<file path="config.mk">
export PLATFORM = sky130hd
export DESIGN_NAME = ps2_line_assembler
export DESIGN_NICKNAME = d
export VERILOG_FILES = /design/src/rtl/ps2_line_assembler.sv
export SDC_FILE = /design/constraint.sdc
export NUM_CORES = 1
export LEC_CHECK = 0
export ABC_AREA = 1
export CAP_MARGIN = 15
export CORE_ASPECT_RATIO = 0.7
export CORE_MARGIN = 2
export CORE_UTILIZATION = 49
export CTS_CLUSTER_SIZE = 25
export DETAILED_ROUTE_END_ITERATION = 10
export GPL_TIMING_DRIVEN = 0
export PLACE_DENSITY_LB_ADDON = 0.08
export SYNTH_ARGS = -nofsm -noshare
export SYNTH_HDL_FRONTEND = slang
export SYNTH_SLANG_ARGS = --single-unit
</file>
<file path="constraint.sdc">
create_clock -name clock -period 2.5 [get_ports clock]
set_input_delay 0.625 -clock clock [delete_from_list [all_inputs] [get_ports clock]]
set_output_delay 0.625 -clock clock [all_outputs]
set_load 0.05 [all_outputs]
</file>
<file path="src/rtl/ps2_line_assembler.sv">
// ps2_line_assembler
// Turns a stream of decoded PS/2 keystrokes into 32-character text lines.
// The line being typed (edit_line) is double-buffered against the committed
// line (line_content), so typing can continue while downstream is still
// consuming the previous line.
// Character c occupies bits [255-8c -: 8] of both buffers.

module ps2_line_assembler #(
  parameter logic [7:0] BLANK_CHAR = 8'h20
) (
  input  logic         clock,
  input  logic         reset,
  input  logic         key_valid,
  input  logic [7:0]   key_ascii,
  input  logic         line_ack,
  output logic [255:0] line_content,
  output logic         line_ready,
  output logic [255:0] edit_line,
  output logic [5:0]   cursor,
  output logic         key_dropped
);

  localparam logic [0:0]   ST_EDIT     = 1'b0;
  localparam logic [0:0]   ST_WAIT_ACK = 1'b1;

  localparam logic [7:0]   KEY_BS      = 8'h08;
  localparam logic [7:0]   KEY_ENTER   = 8'h0D;
  localparam logic [7:0]   KEY_ESC     = 8'h1B;

  localparam logic [5:0]   LINE_LEN    = 6'd32;
  localparam logic [255:0] BLANK_LINE  = {32{BLANK_CHAR}};

  logic [0:0]   state, state_nx;
  logic [255:0] edit_nx, content_nx;
  logic [5:0]   cursor_nx;
  logic         dropped_nx;
  logic         printable;

  assign printable = (key_ascii >= 8'h20) && (key_ascii <= 8'h7E);

  // A committed line stays pending exactly as long as we sit in WAIT_ACK.
  assign line_ready = (state == ST_WAIT_ACK);

  // Next-state decode: acknowledge handling plus one keystroke per edge.
  always_comb begin
    // NOTE: every signal gets a default first so no path leaves it unassigned
    // (which would infer a latch).
    state_nx   = state;
    edit_nx    = edit_line;
    content_nx = line_content;
    cursor_nx  = cursor;
    dropped_nx = 1'b0;

    if (state == ST_WAIT_ACK && line_ack) begin
      state_nx = ST_EDIT;
    end

    if (key_valid) begin
      if (printable) begin
        if (cursor < LINE_LEN) begin
          for (int c = 0; c < 32; c++) begin
            if (6'(c) == cursor) edit_nx[255-8*c -: 8] = key_ascii;
          end
          cursor_nx = cursor + 6'd1;
        end else begin
          dropped_nx = 1'b1;
        end
      end else if (key_ascii == KEY_BS) begin
        if (cursor != 6'd0) begin
          for (int c = 0; c < 32; c++) begin
            if (6'(c) == cursor - 6'd1) edit_nx[255-8*c -: 8] = BLANK_CHAR;
          end
          cursor_nx = cursor - 6'd1;
        end
      end else if (key_ascii == KEY_ESC) begin
        edit_nx   = BLANK_LINE;
        cursor_nx = 6'd0;
      end else if (key_ascii == KEY_ENTER) begin
        // Enter while a line is still pending is refused, even if the ack
        // arrives on this very edge; the ack alone is honoured.
        if (state == ST_WAIT_ACK) begin
          dropped_nx = 1'b1;
        end else if (cursor != 6'd0) begin
          content_nx = edit_line;
          edit_nx    = BLANK_LINE;
          cursor_nx  = 6'd0;
          state_nx   = ST_WAIT_ACK;
        end
      end
    end
  end

  // State and buffer registers; reset wins over any keystroke or ack.
  always_ff @(posedge clock) begin
    // NOTE: non-blocking assignments here so every register samples the
    // pre-edge values computed by the decode block.
    if (reset) begin
      // NOTE: both buffers are plain flop banks, not RAM, so clearing them to
      // blanks on reset is legitimate and required for a clean display.
      state        <= ST_EDIT;
      edit_line    <= BLANK_LINE;
      line_content <= BLANK_LINE;
      cursor       <= 6'd0;
      key_dropped  <= 1'b0;
    end else begin
      state        <= state_nx;
      edit_line    <= edit_nx;
      line_content <= content_nx;
      cursor       <= cursor_nx;
      key_dropped  <= dropped_nx;
    end
  end

endmodule

</file>
======== After elaboration in Yosys (flattened, before gate mapping) ========
Index checks and enable logic that the tools add are counted.
cells by class
  eq/ne operators ......................... 132
  multiplexer cells ....................... 94
  reduce and logical (&&, ||, !) cells .... 42
  magnitude comparators ................... 3
  bitwise logic cells ..................... 5
  add/sub/neg operators ................... 2
operators by type and width
  operator             count
  $mux 256             8
  $mux 8               64
  $reduce_and 8->1     32
  $eq 5x6->1 const A   32
  $ne 3x2->1 const B   33
  $eq 4x6->1 const A   16
  $ne 2x1->1 const B   33
  $eq 3x6->1 const A   8
  $mux 6               8
  $eq 2x6->1 const A   4
  $eq 8x4->1 const B   2
  $mux 1               14
  $eq 1x6->1 const A   2
  $logic_not 6->1      2
  $eq 8x5->1 const B   1
  $ge 8x6->1 const B   1
  $le 8x7->1 const B   1
  $reduce_and 7->1     1
  $add 6x1->6 const B  1
  $lt 6x6->1 const B   1
  $reduce_and 6->1     1
  $reduce_bool 6->1    1
  $sub 6x1->6 const B  1
  $not 1->1            5
  5 further kinds      6
storage, ports and cells
  logic and storage cells ................. 314
  register bits ........................... 520
  bits of input ports ..................... 12

======== Depth between registers and ports, before layout ========
Gate-level depths: netlist of the first run.
  depth after elaboration ................. 9
  gate-level depth with buffers ........... 16
  gate-level depth less buffers ........... 13

======== Least setup slack after synthesis of the first run ========
OpenSTA, ideal clock, no wires.
  kind .................................... register to register
  start ................................... register cursor[0]
  end ..................................... register edit_line[125]
  arrival ................................. 2.597 ns
  library setup time ...................... 0.130 ns
  cell stages (with the launch flop) ...... 17
  clock period less this slack ............ 2.727 ns
  slack ................................... -0.227 ns
  cells stage by stage .................... dfxtp_1 > inv_1 > ha_1 > buf_2 > nand2_1 > inv_1 > nand2_1 > nand2_1 > nand2_1 > inv_2 > nor2_1 > buf_2 > buf_6 > buf_4 > nand2_1 > nand2_1 > nand3_1
on the way
  longest elaborated chain between the ends .. 4
  elaborated cells between the ends (all ways) .. 11
  classes of those cells .................. add/sub: 1; order compare: 1; eq/ne: 6; reduce/logical: 3
ends and longest elaborated chain
  element                       line  text
  from (decl)                   19    output logic [5:0] cursor,
  from (signal assigned)        109   cursor <= cursor_nx;
  $sub 6x1->6                   71    if (6'(c) == cursor - 6'd1) edit_nx[255-8*c -: 8] = BLANK_CHAR;
  $eq 5x6->1                    71
  $ne 3x2->1 (no line)          n/a
  $reduce_and 8->1 (no line) *  n/a
  to (signal assigned)          107   edit_line <= edit_nx;
  to (decl)                     18    output logic [255:0] edit_line,
Mark *: on every way between the ends. The rest lies on a longest branch, timed or not.
A chain may end at the register's enable or synchronous reset.

======== Final worst setup path of the first run ========
  start ................................... register edit_line[120]
  end ..................................... output edit_line[120]
No word-level cell between the ends.

==> impl_metrics.json, run 1 <==
{
  "cts_hold_buf": 0,
  "startpoint_type": "flop",
  "finalPower_mw": 19.7,
  "p_leak_nw": 12.3,
  "crit_buf_inv": 1,
  "synth_area_leaders": "dfxtp_1 (50%), nor2_1 (9.6%), nand2_1 (7.5%)",
  "dp_cells": 3953,
  "cp-end-kind": "output port",
  "path_delay_family": "buffers and inverters",
  "hp-class": "flop to flop",
  "grt_pass1_vias": 20900,
  "drt_iter0_drc": 2853,
  "synth_top_family_by_area": "simple AND/OR/NAND/NOR gates",
  "vias": 22800,
  "cp.required_ns": 1.88,
  "p_per_area_nw_per_um2": 663,
  "die_w_um": 250,
  "outcome": "finished, final reports clean",
  "max_cap_violations": 0,
  "synthAdderAreaFrac": 0.00422,
  "hold_start": "line_content[74]$_SDFFE_PP0P_",
  "reg2reg_setup_slack_ns": 0.06,
  "rows": 63,
  "synthXorXnorAreaFrac": 0.000422,
  "dp_slack_ns": -1.20,
  "area_delta_synth_final_pct": 43.0,
  "cts.sinks": 520,
  "clock_skew_ns": 0.0150,
  "grt_pass1_wl_mm": 130,
  "insertion_delay_ns": 0.57,
  "die_area_um2": 44000,
  "final_cells": 4087,
  "drc_errors": 0,
  "setup_viol": 0,
  "placed_cell_area_um2": 26800,
  "drive_above_1_share": 0.0912,
  "synth-edff-count": 0,
  "synth_nets": 2889,
  "syn_area_um2": 20800,
  "place.gp.congestion": 1.01,
  "fmax_ghz": 0.401,
  "cp_data_arrival_time_ns": 1.87,
  "seq_area_frac_synth": 0.502,
  "finalHoldViolCount": 0,
  "hpwlAfterDp_mm": 67.2,
  "postSynth.asyncResetShare": 0,
  "start_util": 0.493,
  "period_share": 0.998,
  "cts_tree": "done",
  "max_stage_delay_ns": 0.85,
  "grt_util_all_layers": 0.393,
  "drtAntennaViolNets": 0,
  "muxShareOfSynthArea": 0,
  "r2r-start": "cursor[0]$_SDFFE_PP0P_",
  "synthCells": 2870,
  "timing.slew.headroom": 0.456,
  "cts_root_buffer": "clkbuf_16",
  "die_y_um": 176,
  "rsz0062_at_grt": "true",
  "yosysMostFrequentCell": "nor2_1",
  "final_cell_area_um2": 29700,
  "crit_slowest_cell": "clkdlybuf4s50_1",
  "htree_levels": 2,
  "clk_pin_slew_ns": 0.07,
  "hold_ws_ns": 0.443,
  "io_buffers": 531,
  "drv_slew": 0,
  "ys_seq_elements": 520,
  "clockBufferDepth": 3,
  "layout_min_cycle_time_ns": 2.49,
  "cp_max_fo": 3,
  "tightest_slew_ns": 0.816,
  "wl_per_cell_um": 22.1,
  "yosys_warnings": 0,
  "ys_types": 27,
  "synth-simple-area-share": 0.258,
  "synth_area_leader_cell": "dfxtp_1",
  "via_per_inst": 5.57,
  "grt_antenna_before_repair": 1,
  "nets": 3514,
  "synth_top_area_frac": 0.502,
  "drt-total-wl_mm": 90.5,
  "syn_avg_cell_area_um2": 7.23,
  "synth-main-ff-cell": "dfxtp_1",
  "path_cells": "clkdlybuf4s50_1",
  "drt_pass1_iterations": 7,
  "ioPinCount": 532,
  "finalWorstSetupSlack_ns": 0.00511,
  "ir_worst_vdd_v": 0.000593,
  "synth-compound-area-share": 0.139,
  "cp-startpoint": "edit_line[120]$_SDFFE_PP0P_",
  "synth_common_cells": "nor2_1 (531), dfxtp_1 (520), nand2_1 (413)",
  "grt_max_degree": 15,
  "crit_type": "flop to output port",
  "core_um2": 42100,
  "gr-total-overflow": 0,
  "numCtsBuffers": 48
}
==> routing by layer <==
metal / wire, um / vias up / global-route usage
met1: 37200 / 10700 / 0.542
met2: 38200 / 1401 / 0.585
met4: 3160 / 2 / 0.132
li1: - / 10400 / -
met5: 13 / - / 0.00440
met3: 11900 / 227 / 0.121
==> kinds of logic (layout without fill, tap and decap cells) <==
| family | count (synthesis) | in the layout |
|---|---|---|
| AO/OA/AOI/OAI | 559 | 559 |
| other | 0 | 5 |
| adder cells (fa/ha/maj) | 7 | 7 |
| XOR/XNOR | 1 | 1 |
| AND/OR/NAND/NOR | 1280 | 1281 |
| flip-flops | 520 | 520 |
| buffers and inverters | 503 | 1162 |
==> cell type report <==
cell class / instances / area (um^2)
multi-input cells: 1848 / 8810
clock buffers: 73 / 1410
repair buffers: 574 / 5810
clock inverters: 12 / 216
flip-flops and latches: 520 / 10400
well taps: 552 / 691
fillers: 3365 / 12400
diodes: 5 / 12.5
plain buffers: 188 / 1100
inverters: 315 / 1190
==> placed cells by master, fill, tap and decap left out, types with 13 or more instances in the layout <==
cell type / instances
dfxtp_1: 518
nor2_1: 502
clkdlybuf4s50_1: 492
nand2_1: 405
inv_1: 310
nand3_1: 274
o21ai_0: 270
a21oi_1: 234
clkbuf_1: 85
nor2_4: 67
buf_4: 57
clkbuf_16: 51
o211ai_1: 32
clkbuf_2: 30
dlygate4sd2_1: 26
o21ai_1: 19
buf_2: 15
clkbuf_4: 14
buf_6: 13
buf_12: 13
dlymetal6s2s_1: 13
==> power breakdown <==
part           switching, mW  leakage [nW]  internal, mW
clock                   3.24         0.791          4.49
combinational           2.25          7.25         0.922
sequential             0.255          4.22          8.50
total                   5.75          12.3          13.9
==> through the flow <==
stage	util	setup TNS, ns
global placement	0.636	-439.80
CTS	0.689	0
floorplan	-	0
global route	0.705	-0.113
finish	0.705	0
detailed placement	0.636	-449.75
==> flip-flops by register name (all words and copies together), names as in the netlist <==
signal and cells:
key_dropped 1, line_content 256, cursor 6, line_ready 1, edit_line 256
==> final timing paths <==
check / to / cells after the start
setup / recovery: edit_line[120] / 1
hold / removal: line_content[74]$_SDFFE_PP0P_ / 2
setup reg to reg: edit_line[61]$_SDFFE_PP1P_ / 16
hold reg to reg: line_content[74]$_SDFFE_PP0P_ / 2
==> repair_timing <==
action | 4_1_cts | 5_1_grt
setup buffers | 21 | 20
cloned | 0 | 3
resized for setup | 158 | 165
endpoints found under the setup margin | 541 | 506
pin swaps | 7 | 23
Note: power is estimated with default switching activity, not from simulation.
==> inputs of run 2 (changes only) <==
- GPL_TIMING_DRIVEN: 0 -> default
==> run 2 against run 1 <==
Compared with the run above:
- sequential power hardly changed
- global-route usage is 7.5 points lower
- critical path depth stayed put
- non-clock buffer count is 64 lower
- largest cell class unchanged
==> impl_metrics.json, run 2 (synthesis results as in run 1) <==
{
  "final_cell_area_um2": 29500,
  "reg2reg_setup_slack_ns": 0.17,
  "p_per_area_nw_per_um2": 649,
  "cp-end-kind": "output port",
  "core_um2": 42100,
  "gr-total-overflow": 0,
  "outcome": "finished, final reports clean",
  "place.gp.congestion": 0.889,
  "largest_registers": "edit_line: 256 flops, line_content: 256 flops, cursor: 6 flops",
  "crit_cells": 1,
  "hpwlAfterDp_mm": 53.1,
  "cts_hold_buf": 0,
  "finalHoldViolCount": 0,
  "area_delta_synth_final_pct": 42.2,
  "clk_pin_slew_ns": 0.06,
  "period_share": 0.994,
  "crit_buf_inv": 1,
  "finalPower_mw": 19.2,
  "post-cts-setup-buffers": 0,
  "nets": 3450,
  "dp_cells": 3932,
  "grt_antenna_before_repair": 1,
  "placed_cell_area_um2": 27900,
  "crit_type": "flop to output port",
  "r2r-start": "cursor[3]$_SDFFE_PP0P_",
  "clock_skew_ns": 0.0216,
  "path_cells": "clkdlybuf4s50_1",
  "via_per_inst": 5.20,
  "die_area_um2": 44000,
  "cts_tree": "done",
  "cp_max_fo": 3,
  "drive_above_1_share": 0.0920,
  "cp_data_arrival_time_ns": 1.86,
  "drt-total-wl_mm": 72.6,
  "io_buffers": 531,
  "max_stage_delay_ns": 0.85,
  "drc_errors": 0,
  "vias": 20900,
  "tightest_slew_ns": 0.628,
  "most-common-layout-cells": "nor2_1 (526), dfxtp_1 (517), clkdlybuf4s50_1 (485)",
  "max_cap_violations": 0,
  "p_leak_nw": 12.3,
  "timing.slew.headroom": 0.580,
  "crit_path_end": "edit_line[188]",
  "finalWorstSetupSlack_ns": 0.0141,
  "numCtsBuffers": 49,
  "path_delay_family": "buffers and inverters",
  "drtAntennaViolNets": 0,
  "die_w_um": 250,
  "cts.sinks": 520,
  "cts_root_buffer": "clkbuf_16",
  "hold_ws_ns": 0.441,
  "final_cells": 4019,
  "dp_slack_ns": -0.459,
  "wl_per_cell_um": 18.1,
  "cp-startpoint": "edit_line[188]$_SDFFE_PP0P_",
  "grt_pass1_vias": 19100,
  "drt_pass1_iterations": 6,
  "num_antenna_cells": 0,
  "crit_slowest_cell": "clkdlybuf4s50_1",
  "drt_iter0_drc": 2051,
  "setup_viol": 0,
  "cp.required_ns": 1.88,
  "insertion_delay_ns": 0.58,
  "startpoint_type": "flop",
  "ir_worst_vdd_v": 0.000501,
  "clockBufferDepth": 3,
  "drv_slew": 0,
  "final_common_cell": "nor2_1",
  "start_util": 0.493,
  "hp-class": "flop to flop",
  "tns_ns": 0,
  "layout_min_cycle_time_ns": 2.49,
  "grt_pass1_wl_mm": 111,
  "htree_levels": 2,
  "grt_max_degree": 82,
  "postLayoutCoreUtil": 0.701,
  "die_y_um": 176,
  "rr_worst_depth": 12,
  "ioPinCount": 532,
  "rows": 63,
  "fmax_ghz": 0.402,
  "grt_util_all_layers": 0.318,
  "r2r-end": "edit_line[100]$_SDFFE_PP0P_"
}
==> run 2: final cells by class <==
type | count | area [um^2]
fill | 3421 | 12600
multi-input combinational | 1847 | 8380
clock inverter | 15 | 141
sequential | 520 | 10400
clock buffer | 72 | 1460
tap | 552 | 691
timing repair buffer | 698 | 7230
inverter | 315 | 1190
==> run 2: power breakdown <==
group          leakage, nW  internal [mW]  total, mW  switching [mW]
clock network        0.786           4.24       7.48            3.24
logic                 7.33          0.953       2.92            1.97
registers             4.22           8.51       8.75           0.248
total                 12.3           13.7       19.2            5.46
==> run 2: worst min path at each step <==
stage,from,to,slack (ns),cells after the start
2_1_floorplan,cursor[0]$_SDFFE_PP0P_,cursor[0]$_SDFFE_PP0P_,0.60,2
3_3_place_gp,line_content[251]$_SDFFE_PP0P_,line_content[251]$_SDFFE_PP0P_,0.43,2
3_5_place_dp,line_content[39]$_SDFFE_PP0P_,line_content[39]$_SDFFE_PP0P_,0.43,2
4_1_cts,line_content[164]$_SDFFE_PP0P_,line_content[164]$_SDFFE_PP0P_,0.44,2
5_1_grt,line_content[87]$_SDFFE_PP0P_,line_content[87]$_SDFFE_PP0P_,0.45,2
6_report,line_content[200]$_SDFFE_PP0P_,line_content[200]$_SDFFE_PP0P_,0.44,2
==> run 2: what timing repair did <==
action,4_1_cts,5_1_grt
resized for setup,17,27
cloned,0,0
endpoints found under the setup margin,17,53
==> run 2: per-layer routing <==
layer,global-route usage,up-vias,share of wire
met5,0,-,0
met4,0.0906,0,0.024
met3,0.0650,125,0.088
met2,0.491,856,0.44
met1,0.451,9705,0.45
li1,-,10200,-
==> RTL edit: new RTL, settings of run 1 <==
Register the inputs `key_valid` and `key_ascii` before use. The logic sees them one clock later. The other inputs are not delayed to match.
--- a/src/rtl/ps2_line_assembler.sv
+++ b/src/rtl/ps2_line_assembler.sv
@@ -30,13 +30,21 @@
   localparam logic [5:0]   LINE_LEN    = 6'd32;
   localparam logic [255:0] BLANK_LINE  = {32{BLANK_CHAR}};
 
+  logic key_valid_q;
+  logic [7:0] key_ascii_q;
+
+  always_ff @(posedge clock) begin
+    key_valid_q <= key_valid;
+    key_ascii_q <= key_ascii;
+  end
+
   logic [0:0]   state, state_nx;
   logic [255:0] edit_nx, content_nx;
   logic [5:0]   cursor_nx;
   logic         dropped_nx;
   logic         printable;
 
-  assign printable = (key_ascii >= 8'h20) && (key_ascii <= 8'h7E);
+  assign printable = (key_ascii_q >= 8'h20) && (key_ascii_q <= 8'h7E);
 
   // A committed line stays pending exactly as long as we sit in WAIT_ACK.
   assign line_ready = (state == ST_WAIT_ACK);
@@ -55,27 +63,27 @@
       state_nx = ST_EDIT;
     end
 
-    if (key_valid) begin
+    if (key_valid_q) begin
       if (printable) begin
         if (cursor < LINE_LEN) begin
           for (int c = 0; c < 32; c++) begin
-            if (6'(c) == cursor) edit_nx[255-8*c -: 8] = key_ascii;
+            if (6'(c) == cursor) edit_nx[255-8*c -: 8] = key_ascii_q;
           end
           cursor_nx = cursor + 6'd1;
         end else begin
           dropped_nx = 1'b1;
         end
-      end else if (key_ascii == KEY_BS) begin
+      end else if (key_ascii_q == KEY_BS) begin
         if (cursor != 6'd0) begin
           for (int c = 0; c < 32; c++) begin
             if (6'(c) == cursor - 6'd1) edit_nx[255-8*c -: 8] = BLANK_CHAR;
           end
           cursor_nx = cursor - 6'd1;
         end
-      end else if (key_ascii == KEY_ESC) begin
+      end else if (key_ascii_q == KEY_ESC) begin
         edit_nx   = BLANK_LINE;
         cursor_nx = 6'd0;
-      end else if (key_ascii == KEY_ENTER) begin
+      end else if (key_ascii_q == KEY_ENTER) begin
         // Enter while a line is still pending is refused, even if the ack
         // arrives on this very edge; the ack alone is honoured.
         if (state == ST_WAIT_ACK) begin
Function: not settled (the Yosys comparison gave no result); the edit may change what the design does.
==> RTL edit against run 1 <==
The flow now finishes with violations (setup timing); final area grew 0.15%; synthesized cell count decreased by 1.7%; final cell count down 0.86%; wire length rose by 4.4%; power is 2.0% lower; hold slack better by 20 ps; critical path depth stayed put; first-iteration DRC count is 0.28% lower; sequential power up 1%; synthesized area grew 0.27%; worst setup slack worse by 16 ps; sequential cell count increased by 9; maximum frequency decreased by 0.63%.
==> RTL edit: results <==
metrics = {
    "timing": {
        "fin_ws_ps": -10.8,
        "whs_ps": 463,
        "finClkSkew_ps": 36.4,
        "setup_violations": 2,
        "slew_headroom": 0.242,
    },
    "setup_path": {
        "r2r_slack_ps": 10,
        "r2r_start": "cursor[3]",
        "r2r_end": "edit_line[176]",
        "crit_end": "edit_line[162]",
    },
    "clock_tree": {
        "cts_buffers": 49,
    },
    "global_routing": {
        "grt_max_degree": 16,
        "grt_pass1_vias": 21144,
        "grt_usage": 0.406,
        "use_met3": 0.0972,
        "grt_pass1_wl_mm": 134,
        "antenna_found_initial": 5,
    },
    "cells_and_area": {
        "num-nets-final": 3481,
        "drive_gt1_frac": 0.102,
        "final_cells": 4052,
        "reg_top3": "edit_line: 256 flops, line_content: 256 flops, key_ascii_q: 8 flops",
    },
    "synthesis": {
        "ys_types": 32,
        "synthAdderAreaFrac": 0.00421,
        "synth_compound_area_frac": 0.0910,
        "syn_area_per_cell_sq_um": 7.37,
        "synth_seq_area_share": 0.509,
        "yosys-top-cells-count": "nor2_1 (852), dfxtp_1 (529), nand2_1 (403), o21ai_0 (298), nand3_1 (277)",
        "synthXorXnorAreaFrac": 0.00216,
        "syn-num-nets": 2841,
        "synthTopCellsByArea": "dfxtp_1 (51%), nor2_1 (15%), nand2_1 (7.3%), o21ai_0 (7.2%), nand3_1 (6.7%)",
    },
    "run_status": {
        "status": "finished, violations left",
        "violations": "setup timing",
    },
    "drt": {
        "avgRoutedWirePerCell_um": 23.3,
        "vias_per_cell": 5.68,
        "first_pass_iters": 6,
        "first_iter_violations": 2845,
        "wl_met3_mm": 11.0,
        "dr_wl_met2_mm": 42.0,
        "wl_met1_mm": 38.0,
    },
    "hold_path": {
        "holdPathEnd": "edit_line[95]",
    },
    "placed_design": {
        "place_ws_ps": -777,
        "hpwlAfterDp_mm": 71.5,
        "placed_area_sq_um": 26800,
        "dpl.cell_count": 3905,
    },
    "power": {
        "irDropWorstVdd_v": 0.000585,
        "seqPwrFrac": 0.460,
        "p_total_mw": 19.3,
        "p_comb_mw": 2.73,
    },
}
[RTL edit: changes by cell type in the layout (fill, tap and decap cells not counted), moves of 14 or more]
cell | run 1 | this run
clkdlybuf4s50_1 | 492 | 463
nand2_2 | 9 | 25
nor3_1 | 4 | 33
buf_4 | 57 | 41
a21oi_1 | 234 | 41
o21ai_0 | 270 | 291
buf_12 | 13 | 33
inv_1 | 310 | 84
nor2_1 | 502 | 834
a21oi_2 | 0 | 14
nor2_4 | 67 | 45
o211ai_1 | 32 | 0
dlymetal6s2s_1 | 13 | 35
buf_2 | 15 | 33
[RTL edit: cell type report]
class                   instances  area (sq um)
diodes                          3          7.51
plain buffers                 183          1070
clock buffers                  72          1430
clock inverters                14           188
fillers                      3325         12400
inverters                      93           355
multi-input cells            2016          9150
flip-flops and latches        529         10600
well taps                     552           691
repair buffers                590          6210
[RTL edit: what timing repair did]
item	in CTS	in global routing
pin swaps	20	23
cloned	0	2
resized for setup	107	105
endpoints found under the setup margin	552	489
setup buffers	29	28
